$ cat config.mk
export PLATFORM = sky130hd
export DESIGN_NAME = snake_body_engine
export DESIGN_NICKNAME = d
export VERILOG_FILES = /design/src/rtl/snake_body_engine.sv
export SDC_FILE = /design/constraint.sdc
export NUM_CORES = 1
export LEC_CHECK = 0
export CORE_MARGIN = 2
export CORE_UTILIZATION = 65
export CTS_CLUSTER_SIZE = 16
export DETAILED_ROUTE_END_ITERATION = 16
export PLACE_DENSITY = 0.95
export SETUP_SLACK_MARGIN = 0.1
export SLEW_MARGIN = 20
export SYNTH_ARGS = -nofsm -noshare
export SYNTH_HDL_FRONTEND = slang
export SYNTH_SLANG_ARGS = --single-unit
$ cat constraint.sdc
create_clock -name system_clk -period 10.7 [get_ports system_clk]
set_input_delay 2.14 -clock system_clk [delete_from_list [all_inputs] [get_ports system_clk]]
set_output_delay 2.14 -clock system_clk [all_outputs]
set_load 0.01 [all_outputs]
$ cat src/rtl/snake_body_engine.sv
// snake_body_engine
// Registered snake body for a grid game. Holds the segment list as a shift
// array, advances it one cell per effective step and handles growth, wall and
// self collisions, reversal rejection, pause and a saturating score. The
// pixel renderer asks about one grid cell at a time through query_x/query_y
// and gets head/body back combinationally.
//
// Ports
//   system_clk         clock, all state on the rising edge
//   reset              synchronous, active high, overrides everything
//   step               one-cycle move strobe
//   pause              level, freezes motion (grow still latches)
//   direction[1:0]     0=UP(y-1) 1=DOWN(y+1) 2=LEFT(x-1) 3=RIGHT(x+1)
//   grow               one-cycle apple-eaten pulse
//   query_x/query_y    cell being rendered
//   head/body          query cell is the head / an active body segment
//   head_x/head_y      current head position
//   length             active segment count
//   score              apples eaten, saturating
//   game_over          sticky collision flag
module snake_body_engine #(
    parameter int GRID_W      = 16,
    parameter int GRID_H      = 16,
    parameter int COORD_W     = 4,
    parameter int MAX_LENGTH  = 30,
    parameter int INIT_LENGTH = 3,
    parameter int START_X     = 4,
    parameter int START_Y     = 4,
    parameter int WRAP_MODE   = 0,
    parameter int SCORE_W     = 8
) (
    input  logic                               system_clk,
    input  logic                               reset,
    input  logic                               step,
    input  logic                               pause,
    input  logic [1:0]                         direction,
    input  logic                               grow,
    input  logic [COORD_W-1:0]                 query_x,
    input  logic [COORD_W-1:0]                 query_y,
    output logic                               head,
    output logic                               body,
    output logic [COORD_W-1:0]                 head_x,
    output logic [COORD_W-1:0]                 head_y,
    output logic [$clog2(MAX_LENGTH+1)-1:0]    length,
    output logic [SCORE_W-1:0]                 score,
    output logic                               game_over
);

    localparam int LEN_W = $clog2(MAX_LENGTH + 1);

    localparam logic [1:0] DIR_UP    = 2'd0;
    localparam logic [1:0] DIR_DOWN  = 2'd1;
    localparam logic [1:0] DIR_LEFT  = 2'd2;
    localparam logic [1:0] DIR_RIGHT = 2'd3;

    localparam logic [COORD_W-1:0] C_ONE  = COORD_W'(1);
    localparam logic [COORD_W-1:0] C_XMAX = COORD_W'(GRID_W - 1);
    localparam logic [COORD_W-1:0] C_YMAX = COORD_W'(GRID_H - 1);
    localparam logic [LEN_W-1:0]   L_ONE  = LEN_W'(1);
    localparam logic [LEN_W-1:0]   L_MAX  = LEN_W'(MAX_LENGTH);

    // Segment 0 is the head; entries at index >= r_length are stale.
    logic [MAX_LENGTH-1:0][COORD_W-1:0] r_seg_x;
    logic [MAX_LENGTH-1:0][COORD_W-1:0] r_seg_y;
    logic [LEN_W-1:0]                   r_length;
    logic [SCORE_W-1:0]                 r_score;
    logic                               r_game_over;
    logic [1:0]                         r_heading;
    logic                               r_grow_pending;

    logic               w_step_eff;
    logic [1:0]         w_heading_nxt;
    logic [COORD_W-1:0] w_next_x;
    logic [COORD_W-1:0] w_next_y;
    logic               w_edge;
    logic               w_wall_hit;
    logic               w_grow_eff;
    logic [LEN_W-1:0]   w_cmp_len;
    logic               w_self_hit;
    logic               w_body_hit;

    assign w_step_eff = step & ~pause & ~r_game_over;

    // Opposite headings differ only in bit 0 (UP/DOWN, LEFT/RIGHT).
    always_comb begin
        w_heading_nxt = r_heading;
        if (direction != {r_heading[1], ~r_heading[0]})
            w_heading_nxt = direction;
    end

    // Next head: w_edge flags a move off the grid; the wrapped coordinate is
    // produced regardless and only used when wrapping is enabled.
    always_comb begin
        w_next_x = r_seg_x[0];
        w_next_y = r_seg_y[0];
        w_edge   = 1'b0;
        case (w_heading_nxt)
            DIR_UP: begin
                if (r_seg_y[0] == '0) begin
                    w_edge   = 1'b1;
                    w_next_y = C_YMAX;
                end else begin
                    w_next_y = r_seg_y[0] - C_ONE;
                end
            end
            DIR_DOWN: begin
                if (r_seg_y[0] == C_YMAX) begin
                    w_edge   = 1'b1;
                    w_next_y = '0;
                end else begin
                    w_next_y = r_seg_y[0] + C_ONE;
                end
            end
            DIR_LEFT: begin
                if (r_seg_x[0] == '0) begin
                    w_edge   = 1'b1;
                    w_next_x = C_XMAX;
                end else begin
                    w_next_x = r_seg_x[0] - C_ONE;
                end
            end
            default: begin
                if (r_seg_x[0] == C_XMAX) begin
                    w_edge   = 1'b1;
                    w_next_x = '0;
                end else begin
                    w_next_x = r_seg_x[0] + C_ONE;
                end
            end
        endcase
    end

    assign w_wall_hit = w_edge && (WRAP_MODE == 0);

    // The tail only stays put when the snake actually lengthens; at full
    // length it still vacates, so it is excluded from the collision check.
    assign w_grow_eff = (r_grow_pending | grow) && (r_length < L_MAX);
    assign w_cmp_len  = w_grow_eff ? r_length : (r_length - L_ONE);

    always_comb begin
        w_self_hit = 1'b0;
        for (int i = 0; i < MAX_LENGTH; i++) begin
            if (LEN_W'(i) < w_cmp_len && r_seg_x[i] == w_next_x && r_seg_y[i] == w_next_y)
                w_self_hit = 1'b1;
        end
    end

    always_comb begin
        w_body_hit = 1'b0;
        for (int i = 1; i < MAX_LENGTH; i++) begin
            if (LEN_W'(i) < r_length && r_seg_x[i] == query_x && r_seg_y[i] == query_y)
                w_body_hit = 1'b1;
        end
    end

    always_ff @(posedge system_clk) begin
        if (reset) begin
            for (int i = 0; i < MAX_LENGTH; i++) begin
                if (i < INIT_LENGTH) begin
                    r_seg_x[i] <= COORD_W'(START_X - i);
                    r_seg_y[i] <= COORD_W'(START_Y);
                end else begin
                    r_seg_x[i] <= '0;
                    r_seg_y[i] <= '0;
                end
            end
            r_length       <= LEN_W'(INIT_LENGTH);
            r_score        <= '0;
            r_game_over    <= 1'b0;
            r_heading      <= DIR_RIGHT;
            r_grow_pending <= 1'b0;
        end else begin
            if (grow && !r_game_over) begin
                r_grow_pending <= 1'b1;
                if (r_score != {SCORE_W{1'b1}})
                    r_score <= r_score + SCORE_W'(1);
            end
            if (w_step_eff) begin
                r_heading <= w_heading_nxt;
                if (w_wall_hit || w_self_hit) begin
                    r_game_over <= 1'b1;
                end else begin
                    for (int i = MAX_LENGTH - 1; i > 0; i--) begin
                        r_seg_x[i] <= r_seg_x[i-1];
                        r_seg_y[i] <= r_seg_y[i-1];
                    end
                    r_seg_x[0]     <= w_next_x;
                    r_seg_y[0]     <= w_next_y;
                    r_length       <= r_length + LEN_W'(w_grow_eff);
                    // Overrides a same-cycle grow: this move consumes it.
                    r_grow_pending <= 1'b0;
                end
            end
        end
    end

    assign head      = (query_x == r_seg_x[0]) && (query_y == r_seg_y[0]);
    assign body      = w_body_hit;
    assign head_x    = r_seg_x[0];
    assign head_y    = r_seg_y[0];
    assign length    = r_length;
    assign score     = r_score;
    assign game_over = r_game_over;

endmodule

## After elaboration in Yosys (flattened, before gate mapping)

Index checks and enable logic that the tools add are counted.

- Register bits: 257
- Word-level logic and storage cells: 470
- Input bits: 15
- Output and inout bits: 24
- Bits in read-only memories: 0
- Memories: 0
- Bits in latches: 0
- Bits in writable memories: 0

- Bitwise operators: 7
- Order comparisons: 60
- Equal/unequal tests: 126
- Div/mod/pow operators: 0
- Reduce and logical (&&, ||, !) cells: 130
- $add $sub $neg: 7
- Muxes and demuxes: 75
- Shift operators: 0
- Multiply operators: 0

Operators by type and width:

| cell | number |
|---|---|
| $eq A4 B4 Y1 | 120 |
| $lt A5 B5 Y1 const A | 28 |
| $logic_and A1 B1 Y1 | 121 |
| $lt A4 B5 Y1 const A | 16 |
| $mux W1 | 66 |
| $lt A3 B5 Y1 const A | 8 |
| $lt A2 B5 Y1 const A | 4 |
| $mux W4 | 4 |
| $pmux W4 S2 | 2 |
| $lt A1 B5 Y1 const A | 3 |
| $add A4 B1 Y4 const B | 2 |
| $add A8 B1 Y8 const B | 1 |
| $eq A4 B4 Y1 const B | 2 |
| $logic_not A4 Y1 | 2 |
| $ne A8 B8 Y1 const B | 1 |
| $sub A4 B1 Y4 const B | 2 |
| $reduce_and A2 Y1 | 3 |
| $add A5 B1 Y5 | 1 |
| $lt A5 B5 Y1 const B | 1 |
| $mux W5 | 1 |
| $sub A5 B1 Y5 const B | 1 |
| $not A1 Y1 | 4 |
| $pmux W1 S3 | 1 |
| $and A1 B1 Y1 | 2 |
| other kinds (9) | 9 |

## Depth between registers and ports, before layout

- Depth after elaboration: 42
- Gate-level depth with buffers: 19
- Gate-level depth less buffers: 14

## Worst setup path after synthesis

No wires, ideal clock.

- Path type: in2out
- From: input query_x[3]
- To: output body
- Stages: 9
- Arrival: 3,958 ps
- Setup slack: 4,602 ps
- Path buffers: 3
- Required time: 8,560 ps
- Cell sequence: clkbuf_1 > buf_1 > buf_1 > xor2_1 > nor4_1 > nand4_1 > nand3_1 > nor4_1 > nand4_1

- Longest elaborated chain between the ends: 32
- Elaborated cells between the ends (all ways): 116
- Those cells by class: eq/ne (29); mux (29); reduce/logical (58)

RTL lines:

| item | line | RTL |
|---|---|---|
| start: declaration | 38 | `input logic [COORD_W-1:0] query_x,` |
| $eq A4 B4 Y1 | 151 | `if (LEN_W'(i) < r_length && r_seg_x[i] == query_x && r_seg_y[i] == query_y)` |
| $logic_and A1 B1 Y1 (2 in series) | 151 |  |
| $mux W1 (28 in series) | 151 |  |
| $mux W1 (*) | 151 |  |
| end: declaration | 41 | `output logic body,` |

Every way passes the cells marked *; elsewhere a longest branch is shown, timed or not.

## Final worst setup path

- From: input direction[1]
- To: register r_seg_y[4] (netlist name)

- Longest elaborated chain between the ends: 41
- Elaborated cells between the ends (all ways): 162
- Those cells by class: eq/ne (63); mux (34); bitwise (1); reduce/logical (64)

RTL lines:

| item | line | RTL |
|---|---|---|
| start: declaration | 36 | `input logic [1:0] direction,` |
| $ne A2 B2 Y1 | 87 | `if (direction != {r_heading[1], ~r_heading[0]})` |
| $mux W2 (*) | 87 |  |
| $eq A2 B1 Y1 or $logic_not A2 Y1 (tied branches) | 97 | `case (w_heading_nxt)` |
| $reduce_or A2 Y1 (no source line) | n/a |  |
| $pmux W4 S2 | 97 |  |
| $eq A4 B4 Y1 | 143 | `if (LEN_W'(i) < w_cmp_len && r_seg_x[i] == w_next_x && r_seg_y[i] == w_next_y)` |
| $logic_and A1 B1 Y1 (2 in series) | 143 |  |
| $mux W1 (30 in series) | 143 |  |
| $logic_or A1 B1 Y1 (*) | 180 | `if (w_wall_hit \|\| w_self_hit) begin` |
| $not A1 Y1 (no source line) (*) | n/a |  |
| $reduce_and A2 Y1 (no source line) (*) | n/a |  |
| end signal: indexed assignment | 161 | `r_seg_y[i] <= COORD_W'(START_Y);` |
| end signal: indexed assignment | 185 | `r_seg_y[i] <= r_seg_y[i-1];` |
| end: declaration | 64 | `logic [MAX_LENGTH-1:0][COORD_W-1:0] r_seg_y;` |

Marked as above.
A chain may end at the register's enable or synchronous reset.

==> reports/metrics.cfg <==
[power]
cellPowerDensity_nw_per_um2 = 135
total_power_mw = 2.40
p_leak_nw = 6.65
irDropWorstVdd_mv = 0.170

[setup_path]
crit_path_frequent_cell = buf_4
end_kind = flip-flop
critPathMaxFanout = 146
timing.critical_path.buf_inv = 6
path_class = in -> reg
critPathSlowestCell = buf_4
startpoint_type = primary input
worstPathArrival_ns = 8.36
critPathRequiredTime_ns = 11.10
critical-path-top-delay-family = buffers and inverters
cp_cell_sequence = clkdlybuf4s50_1, buf_4, inv_1, or3_1, nand2_2, xor2_1, nand4_1, a2111oi_0, buf_4, a211oi_1, nand4_1, nor4_2, buf_12, buf_4, mux2i_1, nor2_1
slowest_delay_ns = 0.87

[place]
io_buffers = 38
place_inst = 2121
place.gp.congestion = 1.07
hpwl_mm = 35.7
place_ws_ns = 2.49

[final_layout]
nets = 1844
area_delta_synth_final_pct = 6.36
diodes = 0
drive_gt1_frac = 0.0582
stdcell_count = 2170

[sta]
hold_viol_final = 0
rsz0062_at_grt = no
worstMarginPinSlew_ns = 1.13
slew_violations = 0
fmax_mhz = 126
finalClockSkew_ns = 0.0267
relSlewSlack = 0.248
fin_crit_ns = 7.97
fin_ws_ns = 2.73
tns_ns = 0
setup_viol = 0
timing.final.crit_share = 0.745

[yosys]
netlist.area_leader.share = 0.308
yosysWarningCount = 0
syn_area_per_cell_sq_um = 8.90
ys.flop_type = dfxtp_1
syn-num-nets = 1898
ys_seq_elements = 257
postSynthCellCount = 1874
synth_edf_count = 0
syn_area_sq_um = 16700
synth_top_area_cell = dfxtp_1
ys_top_cells_by_count = nor2_1, dfxtp_1, xnor2_1, mux2i_1, xor2_1
yosysMostFrequentCell = nor2_1
ys_top_cells_by_area = dfxtp_1, mux2i_1, xnor2_1
ys_seq_area_frac = 0.308
synth.distinct_cells = 80
async_reset_ff_frac = 0

[clock_tree]
hold_buffers = 0
path_clk_slew_ns = 0.06
cts_tree = done
cts_buffer_depth = 3
insertion_delay_ns = 0.56
cts_made_buffers = 27
cts_root_buf = clkbuf_16
post_cts_buffers = 0
cts_sinks = 257
htreeDepth = 1
cts-resized-gates = 0

[global_route]
overflow = 0
grt_max_degree = 164
grt_usage = 0.396
antenna_found_initial = 0
grt_pass1_vias = 14300
grt_pass1_wl_mm = 82.1

[floorplanning]
core_sq_um = 25200
ioPinCount = 39
die_h_microns = 164
start_util = 0.662
die_area_sq_um = 27000
die_w_microns = 164
rows = 58

[detailed_routing]
drcViolationCount = 0
ant_nets = 0
drt-pass1-iter-count = 8
via_count = 14600
drt_iter0_markers = 1875
routedWlPerCell_microns = 24.9
routed_via_density = 6.75
totalWireLength_mm = 53.9

[outcome]
outcome = finished clean

[hold_path]
hp-class = reg -> reg

[job]
drv_cap = 0

-- routing by layer --
metal | vias to the layer above | share of wire | track usage
met2 | 1072 | 0.43 | 0.599
met4 | 0 | 0.073 | 0.265
met3 | 330 | 0.12 | 0.105
met5 | - | 0 | 0
li1 | 6337 | - | -
met1 | 6908 | 0.38 | 0.493
-- sequential cells by signal, indices dropped and copies added (netlist names) --
name            cells
r_heading           2
r_seg_x           116
r_seg_y           116
score               8
head_y              4
r_grow_pending      1
length              5
head_x              4
game_over           1
-- final timing paths --
kind	cells past startpoint	slack, ns	end	startpoint
setup / recovery	16	2.73	r_seg_y[4]$_SDFFE_PP0P_	direction[1]
hold / removal	2	0.52	score[5]$_SDFFE_PP0P_	score[5]$_SDFFE_PP0P_
setup reg to reg	16	4.15	r_seg_y[4]$_SDFFE_PP0P_	head_x[0]$_SDFFE_PP0P_
hold reg to reg	2	0.52	score[5]$_SDFFE_PP0P_	score[5]$_SDFFE_PP0P_
-- placed cells by master, fill, tap and decap left out, types with 5 or more instances in the layout --
cell type	instances
xnor2_1	244
o211ai_1	6
nor2b_1	9
nand2_1	42
clkbuf_1	6
o21ai_0	25
clkbuf_8	7
o311ai_0	7
and3_1	9
clkbuf_16	27
nor2_1	272
dfxtp_1	257
buf_4	25
a31oi_1	17
nand2b_1	7
or2_2	5
inv_1	21
buf_2	8
mux2i_1	238
ha_1	9
nor3_1	31
xor2_1	220
nand3_1	29
a2111oi_0	11
nand4_1	66
or3_1	7
a21oi_1	32
o2111ai_1	7
a211oi_1	14
clkdlybuf4s50_1	29
nor4_1	49
-- cell type report --
| class | count | area, sq um |
|---|---|---|
| multi-input cells | 1447 | 10600 |
| fillers | 1789 | 7440 |
| flip-flops and latches | 257 | 5140 |
| clock buffers | 39 | 781 |
| repair buffers | 64 | 552 |
| well taps | 330 | 413 |
| clock inverters | 10 | 136 |
| inverters | 23 | 86.3 |
-- logic make-up (layout without fill, tap and decap cells) --
family,after synthesis,after routing,synth area share
flops,257,257,0.308
buf+inv,170,136,0.0569
xor+xnor,465,465,0.245
fa+ha+maj,10,10,0.00735
simple gates,554,554,0.159
compound gates,174,174,0.0740
mux,244,244,0.149
-- through the flow --
step | hold slack (ns) | cell area, sq um | utilization
after floorplan | 0.502 | 16700 | -
after global placement | 0.484 | 16800 | 0.668
after detailed placement | 0.509 | 16800 | 0.668
after CTS | 0.519 | 17700 | 0.704
after global routing | 0.549 | 17700 | 0.705
final | 0.520 | 17700 | 0.705
-- where the power goes --
| part | leakage, nW | internal [mW] | switching [mW] |
|---|---|---|---|
| logic | 4.12 | 0.161 | 0.280 |
| registers | 2.07 | 0.965 | 0.0195 |
| clock network | 0.454 | 0.579 | 0.395 |
| total | 6.65 | 1.70 | 0.694 |
-- worst min-delay path: cells and delay by family (launching register included) --
family / cells / cell delay (ns)
AO/OA/AOI/OAI: 2 / 0.14
flip-flops: 1 / 0.33
No activity file was read; power rests on OpenSTA's default activity.
